<file path="src/rtl/alu_bit_serial_seq.sv">
// Bit-serial sequencer feeding one 1-bit ALU slice, LSB first, carry rippled through a register.
// Latency: accept at cycle 0, Done pulse at cycle WIDTH+1; one operation per WIDTH+2 cycles.
// Backpressure: Ready=0 from accept until Done; Start is ignored (not queued) while busy.
module alu_bit_serial_seq #(
    parameter int WIDTH = 16,
    parameter int CNT_W = 4
) (
    input  logic             Clock,
    input  logic             Reset,
    input  logic             Start,
    output logic             Ready,
    input  logic [WIDTH-1:0] A,
    input  logic [WIDTH-1:0] B,
    input  logic [2:0]       Operation,
    input  logic             Bnegate,
    output logic             Done,
    output logic [WIDTH-1:0] Result,
    output logic             Zero,
    output logic             CarryOut,
    output logic             Overflow,
    output logic             SliceA,
    output logic             SliceB,
    output logic             SliceCIN,
    output logic             SliceBnegate,
    output logic             SliceLess,
    output logic [2:0]       SliceOp,
    input  logic             SliceResult,
    input  logic             SliceCOUT
);

    localparam logic [1:0] ST_IDLE = 2'd0;
    localparam logic [1:0] ST_RUN  = 2'd1;
    localparam logic [1:0] ST_FIN  = 2'd2;

    localparam logic [2:0] OP_ADD = 3'b100;
    localparam logic [2:0] OP_SLT = 3'b111;

    logic [1:0]       state_q,  state_d;
    logic [CNT_W-1:0] cnt_q,    cnt_d;
    logic [WIDTH-1:0] a_q,      a_d;
    logic [WIDTH-1:0] b_q,      b_d;
    logic [2:0]       op_q,     op_d;
    logic             bneg_q,   bneg_d;
    logic             slt_q,    slt_d;
    logic             carry_q,  carry_d;
    logic [WIDTH-1:0] shreg_q,  shreg_d;
    logic [WIDTH-1:0] result_q, result_d;
    logic             zero_q,   zero_d;
    logic             cout_q,   cout_d;
    logic             ovf_q,    ovf_d;
    logic             run;
    logic             last_bit;

    assign run      = (state_q == ST_RUN);
    assign last_bit = (cnt_q == CNT_W'(WIDTH - 1));

    always_comb begin
        state_d  = state_q;
        cnt_d    = cnt_q;
        a_d      = a_q;
        b_d      = b_q;
        op_d     = op_q;
        bneg_d   = bneg_q;
        slt_d    = slt_q;
        carry_d  = carry_q;
        shreg_d  = shreg_q;
        result_d = result_q;
        zero_d   = zero_q;
        cout_d   = cout_q;
        ovf_d    = ovf_q;
        case (state_q)
            ST_IDLE: begin
                if (Start) begin
                    // SLT runs as a subtract; the sign fix-up happens when the word is finalised
                    slt_d   = (Operation == OP_SLT);
                    op_d    = (Operation == OP_SLT) ? OP_ADD : Operation;
                    bneg_d  = Bnegate | (Operation == OP_SLT);
                    carry_d = Bnegate | (Operation == OP_SLT);
                    a_d     = A;
                    b_d     = B;
                    cnt_d   = '0;
                    state_d = ST_RUN;
                end
            end
            ST_RUN: begin
                shreg_d[cnt_q] = SliceResult;
                carry_d        = SliceCOUT;
                cnt_d          = cnt_q + 1'b1;
                if (last_bit) begin
                    cout_d   = SliceCOUT;
                    ovf_d    = carry_q ^ SliceCOUT;
                    result_d = slt_q ? {{(WIDTH-1){1'b0}}, SliceResult ^ carry_q ^ SliceCOUT}
                                     : shreg_d;
                    zero_d   = (result_d == '0);
                    state_d  = ST_FIN;
                end
            end
            ST_FIN: begin
                state_d = ST_IDLE;
            end
            default: begin
                state_d = ST_IDLE;
            end
        endcase
    end

    always_ff @(posedge Clock or negedge Reset) begin
        if (!Reset) begin
            state_q  <= ST_IDLE;
            cnt_q    <= '0;
            a_q      <= '0;
            b_q      <= '0;
            op_q     <= '0;
            bneg_q   <= 1'b0;
            slt_q    <= 1'b0;
            carry_q  <= 1'b0;
            shreg_q  <= '0;
            result_q <= '0;
            zero_q   <= 1'b1;
            cout_q   <= 1'b0;
            ovf_q    <= 1'b0;
        end else begin
            state_q  <= state_d;
            cnt_q    <= cnt_d;
            a_q      <= a_d;
            b_q      <= b_d;
            op_q     <= op_d;
            bneg_q   <= bneg_d;
            slt_q    <= slt_d;
            carry_q  <= carry_d;
            shreg_q  <= shreg_d;
            result_q <= result_d;
            zero_q   <= zero_d;
            cout_q   <= cout_d;
            ovf_q    <= ovf_d;
        end
    end

    assign Ready        = (state_q == ST_IDLE);
    assign Done         = (state_q == ST_FIN);
    assign Result       = result_q;
    assign Zero         = zero_q;
    assign CarryOut     = cout_q;
    assign Overflow     = ovf_q;
    assign SliceA       = run & a_q[cnt_q];
    assign SliceB       = run & b_q[cnt_q];
    assign SliceCIN     = run & carry_q;
    assign SliceBnegate = run & bneg_q;
    assign SliceLess    = 1'b0;
    assign SliceOp      = run ? op_q : 3'b000;

endmodule

</file>
<file path="config.mk">
export PLATFORM = sky130hd
export DESIGN_NAME = alu_bit_serial_seq
export DESIGN_NICKNAME = d
export VERILOG_FILES = /design/src/rtl/alu_bit_serial_seq.sv
export SDC_FILE = /design/constraint.sdc
export NUM_CORES = 1
export LEC_CHECK = 0
export BUFFER_PORTS_ARGS = -buffer_cell sky130_fd_sc_hd__buf_2
export CORE_MARGIN = 2
export CORE_UTILIZATION = 45
export DETAILED_ROUTE_END_ITERATION = 8
export PLACE_DENSITY = 0.67
export SYNTH_ARGS = -nofsm -noshare
export SYNTH_HDL_FRONTEND = slang
export SYNTH_SLANG_ARGS = --single-unit
</file>
<file path="constraint.sdc">
create_clock -name Clock -period 2.7 [get_ports Clock]
set_input_delay 0.27 -clock Clock [delete_from_list [all_inputs] [get_ports Clock]]
set_output_delay 0.27 -clock Clock [all_outputs]
set_load 0.02 [all_outputs]
</file>
# Word-level counts from Yosys, hierarchy flattened
# Cells that the tools add are included.
# totals
inputBits	41
out_inout_bits	29
register_bits	79
# classes
addsub	1
bitwise	8
n_lt_le_gt_ge	2
n_reduce_logical	8
n_mux	17
n_eq_ne	6
# ops
op	n
16-bit bitwise mux	1
16-bit zero test	1
16-bit two-way mux	1
1-bit binary-select mux with 4-bit select	2
4-bit one-hot mux with 2 select lines	1
2-bit AND reduction	4
3-bit two-way mux	2
4-bit by 5-bit < comparator with 1-bit output (second input constant)	1
4-bit by 1-bit adder with 4-bit output (second input constant)	1
1-bit AND	4
1-bit demux with 4-bit select	1
4-bit equality test (second input constant)	1
4-bit by 1-bit greater-or-equal comparator with 1-bit output (second input constant)	1
1-bit two-way mux	4
2-bit two-way mux	2
4-bit two-way mux	1
2-bit one-hot mux with 2 select lines	1
3-bit equality test (second input constant)	1
1-bit bitwise XOR	3
2-bit by 1-bit equality test with 1-bit output (second input constant)	1
2-bit equality test (second input constant)	1
2-bit zero test	1
2-bit by 1-bit inequality test with 1-bit output (second input constant)	1
2-bit inequality test (second input constant)	1
4 further kinds	4

# Logic depth before layout (Yosys ltp)
# Gate-level depths: netlist (run 1).
# depth
ltp_word	7
ltp_mapped	8

# Worst setup path after synthesis (run 1)
# Ideal clock, no wire load.
# synth_timing
path_kind	reg2out
startpoint	register cnt_q[0]
endpoint	output SliceA
path_buffers	1
required_time_ns	2.430
arrival_time_ns	1.780
slack_ns	0.650
path_stages_with_launch	5
path_cell_list	dfrtp_1 -> buf_6 -> mux4_1 -> mux4_2 -> and2_1
# synth_via
elab_chain_cells	3
# synth_lines
item	line_no	rtl
start: declaration	39	logic [CNT_W-1:0] cnt_q, cnt_d;
start signal: assignment	124	cnt_q <= cnt_d;
1-bit binary-select mux with 4-bit select	145	assign SliceA = run & a_q[cnt_q];
1-bit two-way mux (not written as such)	145	
1-bit AND	145	
end: declaration	21	output logic SliceA,
# No other way between the ends. The select of a mux whose other input is x is not followed.

# Final worst setup path (run 1)
# layout_timing
startpoint	register cnt_q[0]
endpoint	output SliceB
# layout_via
elab_chain_cells	3
# layout_lines
item	line_no	rtl
1-bit binary-select mux with 4-bit select	146	assign SliceB = run & b_q[cnt_q];
1-bit two-way mux (not written as such)	146	
1-bit AND	146	
end: declaration	22	output logic SliceB,
# No other way between the ends. The select of a mux whose other input is x is not followed.

==> metrics.md, run 1 <==
| Metric | Value |
|---|---|
| Setup crit start kind | flip-flop |
| Largest net degree at the start of global routing | 80 |
| Count of pins over their slew limit | 0 |
| Critical Path Slowest Stage Cell | mux4_1 |
| Post-route cell area | ~4300 um^2 |
| Int Pwr | around 3.2 mW |
| Layout cells sized above 1 | 21.7% |
| Buf+Inv Stages, Crit Path | 1 |
| Layout Cells excl Fill | approximately 550 |
| Sw Share | 38.8% |
| Post-DP HPWL | 5380 um |
| TritonCTS buffer count | 9 |
| Worst R2R End | Zero |
| Initial antenna violation count | 0 |
| Syn avg cell area | between 9 and 10 um^2 |
| Initial DRC Count | around 110 |
| H-tree depth | 3 |
| CTS Sinks | 79 |
| Finish-stage setup viols | 0 |
| Post-Syn Area | 3670 um^2 |
| Antenna fix cells | 0 |
| GP Congestion | 0.760 |
| First-pass GRT wire length | 13300 um |
| WL final | 7780 um |
| Syn_nets | 426 |
| Die area | 8880 um^2 |
| DR pass1 iterations | 4 |
| Pwr Total | 5.17 mW |
| Final net count | a little under 500 |
| Cell Chain, Critical Path | mux4_1 -> mux4_2 -> and2_1 -> buf_2 |
| Core Box Area | 7810 um^2 |
| I/O Pins | 70 |
| Status | complete, no violations |
| Kind of critical path | reg2out |
| Clock root cell | clkbuf_8 |
| Max incr delay on CP | 0.61 ns |
| Setup Skew | between 0.01 and 0.015 ns |
| Rel. slew slack | 34.7% |
| Global Route Usage Sum | 19.5% |
| Avg WL per Cell | between 10 and 15 um |
| Clk slew on worst S/H paths | 0.08 ns |
| Worst slew pin tran | a little under 1 ns |
| Psw | 2.01 mW |
| Final Worst Setup Slack | about 0.082 ns |
| Worst R2R Start | cnt_q[1] |
| RSZ-0062 raised after global routing | false |
| Clock Power Share | 18.9% |
| Min Tclk post-route | ~2.6 ns |
| Seq pwr share | 42.0% |
| Antenna-violating nets left | 0 |
| Vias | 2811 |
| Cells after Synth | 381 |
| Main synth FF type | dfrtp_1 |
| Crit path max-delay family | multiplexers |
| Final setup TNS | 0 ns |
| Reg2reg setup slack | about 0.59 ns |
| DRC | 0 |
| R2r worst-path depth | 7 |
| P_leak | 2.24 nW |
| Dpl ws | ~0.28 ns |
| Fin. Hold Viols | 0 |
| Post-layout util | 55.1% |
| TritonCTS clock tree | done |
| Share of flip-flops with an asynchronous set or reset | between 90% and 100% |
| Synth warnings | 0 |
| Critical Path RT | 2.43 ns |
| Crit path arrival time | 2.35 ns |
| Comb pwr share | 39.0% |
| VDD IR max | 512 uV |
| #FFs+latches synth | 79 |
| Vias in the first global route | 2765 |
| Initial Utilization | 47.0% |
| Final Cycle Share | 97.0% |
| Post-synth EDFFs | 0 |
| Chip Height | approximately 94 um |
| IO buf count | 68 |
| Max Fanout on Critical Path | 14 |
| Area grow syn2layout | 17.4% |
| Max_cap viols | 0 |
| Rows | 32 |
| CP endpoint kind | output port |
| Pwr/cell area | 1200 nW/um^2 |
| Placed Area | ~4100 um^2 |
| Synth unique cells | 33 |
| GRT Residual Overflow | 0 |
| Fmax achieved | 0.382 GHz |
| Placed insts | 533 |
| Sequential share of the synthesized area | between 50 and 60% |
| Die X | 94.3 um |
| Vias/cell | 5.12 |
| Max Root-Sink Buffers | 2 |
| Worst Hold Class | in2async |
| Final Hold Slack | 0.0354 ns |
| Later-pin clock latency in the skew report | 0.36 ns |
## synthesized netlist by cell type, types with 2 or more instances
cell type / count / area [um^2]
nand2_1: 152 / 571
mux4_1: 6 / 158
nand3_1: 9 / 45.0
dfrtp_1: 78 / 1950
nand3b_1: 8 / 60.1
buf_1: 3 / 11.3
nand2b_1: 2 / 12.5
nor2b_1: 3 / 18.8
xor2_1: 3 / 26.3
o21ai_0: 36 / 180
mux2i_1: 15 / 150
ha_1: 4 / 50.1
clkbuf_1: 19 / 71.3
and2_1: 8 / 50.1
a21o_1: 2 / 15.0
nor3b_1: 4 / 30.0
inv_1: 4 / 15.0
mux4_2: 4 / 90.1
nand4_1: 4 / 25.0
nor2_1: 4 / 15.0
## per-layer routing
layer | routed length, um | track usage [%]
met3 | 348 | 4.49
met1 | 3590 | 25.7
met2 | 3650 | 30.8
met5 | 0 | 0
met4 | 192 | 8.57
## cell usage in the layout (no fill, tap or decap), types with 3 or more instances in the layout
cell,Yosys,layout
nor3b_1,4,4
mux4_2,4,4
buf_2,0,67
o21ai_0,36,36
nand4_1,4,4
nor2_1,4,4
inv_1,4,4
xor2_1,3,3
dfrtp_1,78,77
nand3b_1,8,8
ha_1,4,4
mux4_1,6,6
buf_4,1,7
nand3_1,9,9
mux2i_1,15,15
clkinv_2,0,3
and2_1,8,8
nand2_1,152,152
nor2b_1,3,3
clkbuf_8,0,10
## power by group through the flow
stage          Clock (mW)  Combinational [mW]  Sequential (mW)
2_1_floorplan           0                1.43             2.16
3_3_place_gp            0                1.98             2.17
3_5_place_dp            0                2.04             2.20
4_1_cts             0.995                2.05             2.18
5_1_grt              1.05                2.28             2.26
6_report            0.979                2.02             2.17
## sequential cells by signal, summed over array words and instances (netlist names)
signal / flops
b_q: 16
Result: 16
Zero: 1
Overflow: 1
a_q: 16
state_q: 2
shreg_q: 16
slt_q: 1
carry_q: 1
CarryOut: 1
op_q: 3
bneg_q: 1
cnt_q: 4
## worst reg2reg max path, stage by stage (launching register included)
cell	delay [ns]
dfrtp_1	0.54
inv_1	0.17
ha_1	0.25
nor3b_1	0.33
nor2b_1	0.09
a211o_1	0.30
a211oi_1	0.23
a21o_1	0.15
## timing repair
action | CTS | global route
endpoints found under the setup margin | 2 | 0
endpoints found under the hold margin | 0 | 0
gates resized for setup | 1 | 0
buffers inserted | 0 | 0
hold buffers | 0 | 0
## worst max-delay path by stage
stage | startpoint | end | slack [ns] | depth (start not counted)
floorplan | cnt_q[0] | SliceA | 0.65 | 4
global placement | cnt_q[0] | SliceB | 0.36 | 4
detailed placement | cnt_q[0] | SliceB | 0.28 | 4
CTS | cnt_q[0] | SliceB | 0.07 | 4
global route | cnt_q[0] | SliceB | 0.003 | 4
finish | cnt_q[0] | SliceB | 0.08 | 4
## cell type report
| class | instances | area (um^2) |
|---|---|---|
| sequential | 79 | 1980 |
| clock buffer | 10 | 138 |
| multi-input combinational | 274 | 1570 |
| fill | 725 | 3500 |
| tap | 102 | 128 |
| inverter | 4 | 15.0 |
| timing repair buffer | 74 | 388 |
| clock inverter | 6 | 83.8 |
## cell families after synthesis
kind of cell / after synthesis / share of synthesized area, %
simple gates: 196 / 22.9
flops: 79 / 54.0
compound gates: 43 / 6.38
buf+inv: 28 / 3.17
mux: 26 / 11.2
fa+ha+maj: 4 / 1.37
xor+xnor: 4 / 0.956
other cells: 1 / 0.102
(Power assumes the default switching activity.)
==> run 2, diff against run 1 <==
Settings changed: CORE_MARGIN 2 to 5.
==> metrics.md, run 2 (synthesized netlist as in run 1, its figures left out) <==
| Metric | Value |
|---|---|
| Status | complete, no violations |
| Critical Path RT | 2.43 ns (about the same) |
| WL final | 7990 um (+2.7%) |
| Footprint of the multi-input gates | 1570 um^2 (unchanged) |
| First-pass GRT wire length | 13700 um (+2.6%) |
| Final Cycle Share | 95.8% (-1.1 points) |
| Kind of critical path | reg2out |
| Post-CTS Setup Repair Bufs | 0 (unchanged) |
| Reg area | 1980 um^2 (unchanged) |
| Worst Hold Class | in2async |
| Vias in the first global route | 2861 (+3.5%) |
| DR pass1 iterations | 4 (unchanged) |
| GRT Residual Overflow | 0 (unchanged) |
| Initial DRC Count | 107 (+1.9%) |
| Placed Area | 4080 um^2 (about the same) |
| Initial Utilization | 45.3% (-1.7 points) |
| Max_cap viols | 0 (unchanged) |
| Setup Skew | 0.0134 ns (+0.00300 ns) |
| Rows | 33 (+3.1%) |
| Largest net degree at the start of global routing | 80 (unchanged) |
| Later-pin clock latency in the skew report | 0.34 ns (-0.02 ns) |
| Chip Height | 100 um (+6.4%) |
| Antenna fix cells | 0 (unchanged) |
| Area grow syn2layout | 17.6% |
| Finish-stage setup viols | 0 (unchanged) |
| Post-route cell area | 4310 um^2 (+0.17%) |
| Layout cells sized above 1 | 21.2% (-0.53 points) |
| Count of pins over their slew limit | 0 (unchanged) |
| Most common cell after layout, fill and taps aside | nand2_1 |
| Max Root-Sink Buffers | 2 (unchanged) |
| RSZ-0062 raised after global routing | false |
| H-tree depth | 3 (unchanged) |
| CTS Sinks | 79 (unchanged) |
| VDD IR max | 518 uV (+1.1%) |
| Clock root cell | clkbuf_8 |
| Final net count | 486 (-0.21%) |
| TritonCTS clock tree | done |
| Final Worst Setup Slack | 0.112 ns (+0.0303 ns) |
| Fin. Hold Viols | 0 (unchanged) |
| Commonest non-fill, non-tap cells in the layout | nand2_1 (152), dfrtp_1 (77), buf_2 (67) |
| Antenna-violating nets left | 0 (unchanged) |
| Global Route Usage Sum | 17.1% (-2.4 points) |
| Core Box Area | 8090 um^2 (+3.7%) |
| I/O Pins | 70 (unchanged) |
| P_leak | 2.24 nW (about the same) |
| Setup crit start kind | flip-flop |
| CP endpoint kind | output port |
| GP Congestion | 0.762 (+0.33%) |
| Max Fanout on Critical Path | 14 (unchanged) |
| Dpl ws | 0.285 ns (+0.00137 ns) |
| Min Tclk post-route | 2.59 ns (-0.0303 ns) |
| Final setup TNS | 0 ns (unchanged) |
| DRC | 0 (unchanged) |
| Die X | 100 um (+6.4%) |
| Initial antenna violation count | 0 (unchanged) |
| TritonCTS buffer count | 9 (unchanged) |
| Vias | 2746 (-2.3%) |
| Fill count | 809 (+12%) |
| Crit path arrival time | 2.32 ns (-0.03 ns) |
| Vias/cell | 5.00 (-2.3%) |
| Post-DP HPWL | 5430 um (+0.95%) |
| Rel. slew slack | 33.6% (-1.1 points) |
| Avg WL per Cell | 14.6 um (+2.7%) |
| Fmax achieved | 0.386 GHz (+1.2%) |
| Worst slew pin tran | 0.996 ns (+0.0165 ns) |
| Pwr/cell area | 1210 nW/um^2 (+1.1%) |
| Clk slew on worst S/H paths | 0.08 ns (about the same) |
| Die area | 10100 um^2 (+13%) |
| IO buf count | 68 (unchanged) |
-- run 2: worst paths after layout --
kind                           from    endpoint  slack [ns]  cells after the start
max                        cnt_q[0]      SliceA        0.11                      4
min                           Reset  shreg_q[6]        0.08                      1
max reg2reg                cnt_q[1]        Zero        0.57                      7
min reg2reg                 op_q[1]     op_q[1]        0.46                      2
max in group asynchronous     Reset    cnt_q[0]        1.93                      1
min in group Clock             B[5]      b_q[5]        0.11                      3
-- run 2: timing repair --
| action | CTS | global route |
|---|---|---|
| resized for setup | 1 | 0 |
| endpoints found under the setup margin | 2 | 0 |
| hold buffers | 0 | 0 |
| hold endpoints to repair | 0 | 0 |
-- run 2: final cells by class --
cell class	count	area share, %
flip-flops and latches	79	45.9
multi-input cells	274	36.5
repair buffers	73	8.82
clock buffers	10	3.19
well taps	105	3.05
clock inverters	4	2.21
inverters	4	0.348
-- run 2: per-layer routing --
metal,GRT usage [%],up-vias,routed length (um)
met4,4.97,0,80
met3,3.82,6,341
met1,22.9,1310,3680
li1,-,1376,-
met5,0,-,0
met2,28.1,54,3890
-- run 2: stage by stage --
stage | power, mW | hold slack [ns] | util, % | instances
2_1_floorplan | 3.59 | -0.0256 | - | 381
3_3_place_gp | 4.15 | 0.443 | 50.4 | 535
3_5_place_dp | 4.23 | 0.448 | 50.4 | 535
4_1_cts | 5.29 | 0.0966 | 53.3 | 549
5_1_grt | 5.64 | 0.0953 | 53.3 | 549
6_report | 5.24 | 0.0778 | 53.3 | 549
-- run 2: report_power, final --
| part | internal, mW | leakage [nW] | switching [mW] | total, mW |
|---|---|---|---|---|
| Clock | 0.628 | 0.118 | 0.424 | 1.05 |
| Sequential | 1.74 | 0.967 | 0.424 | 2.16 |
| Combinational | 0.881 | 1.15 | 1.14 | 2.02 |
| Total | 3.25 | 2.24 | 1.99 | 5.24 |
-- run 2: worst max-delay path, stage by stage (launching register included) --
cell,delay [ns]
dfrtp_2,0.57
mux4_1,0.61
mux4_2,0.47
and2_1,0.17
buf_2,0.15
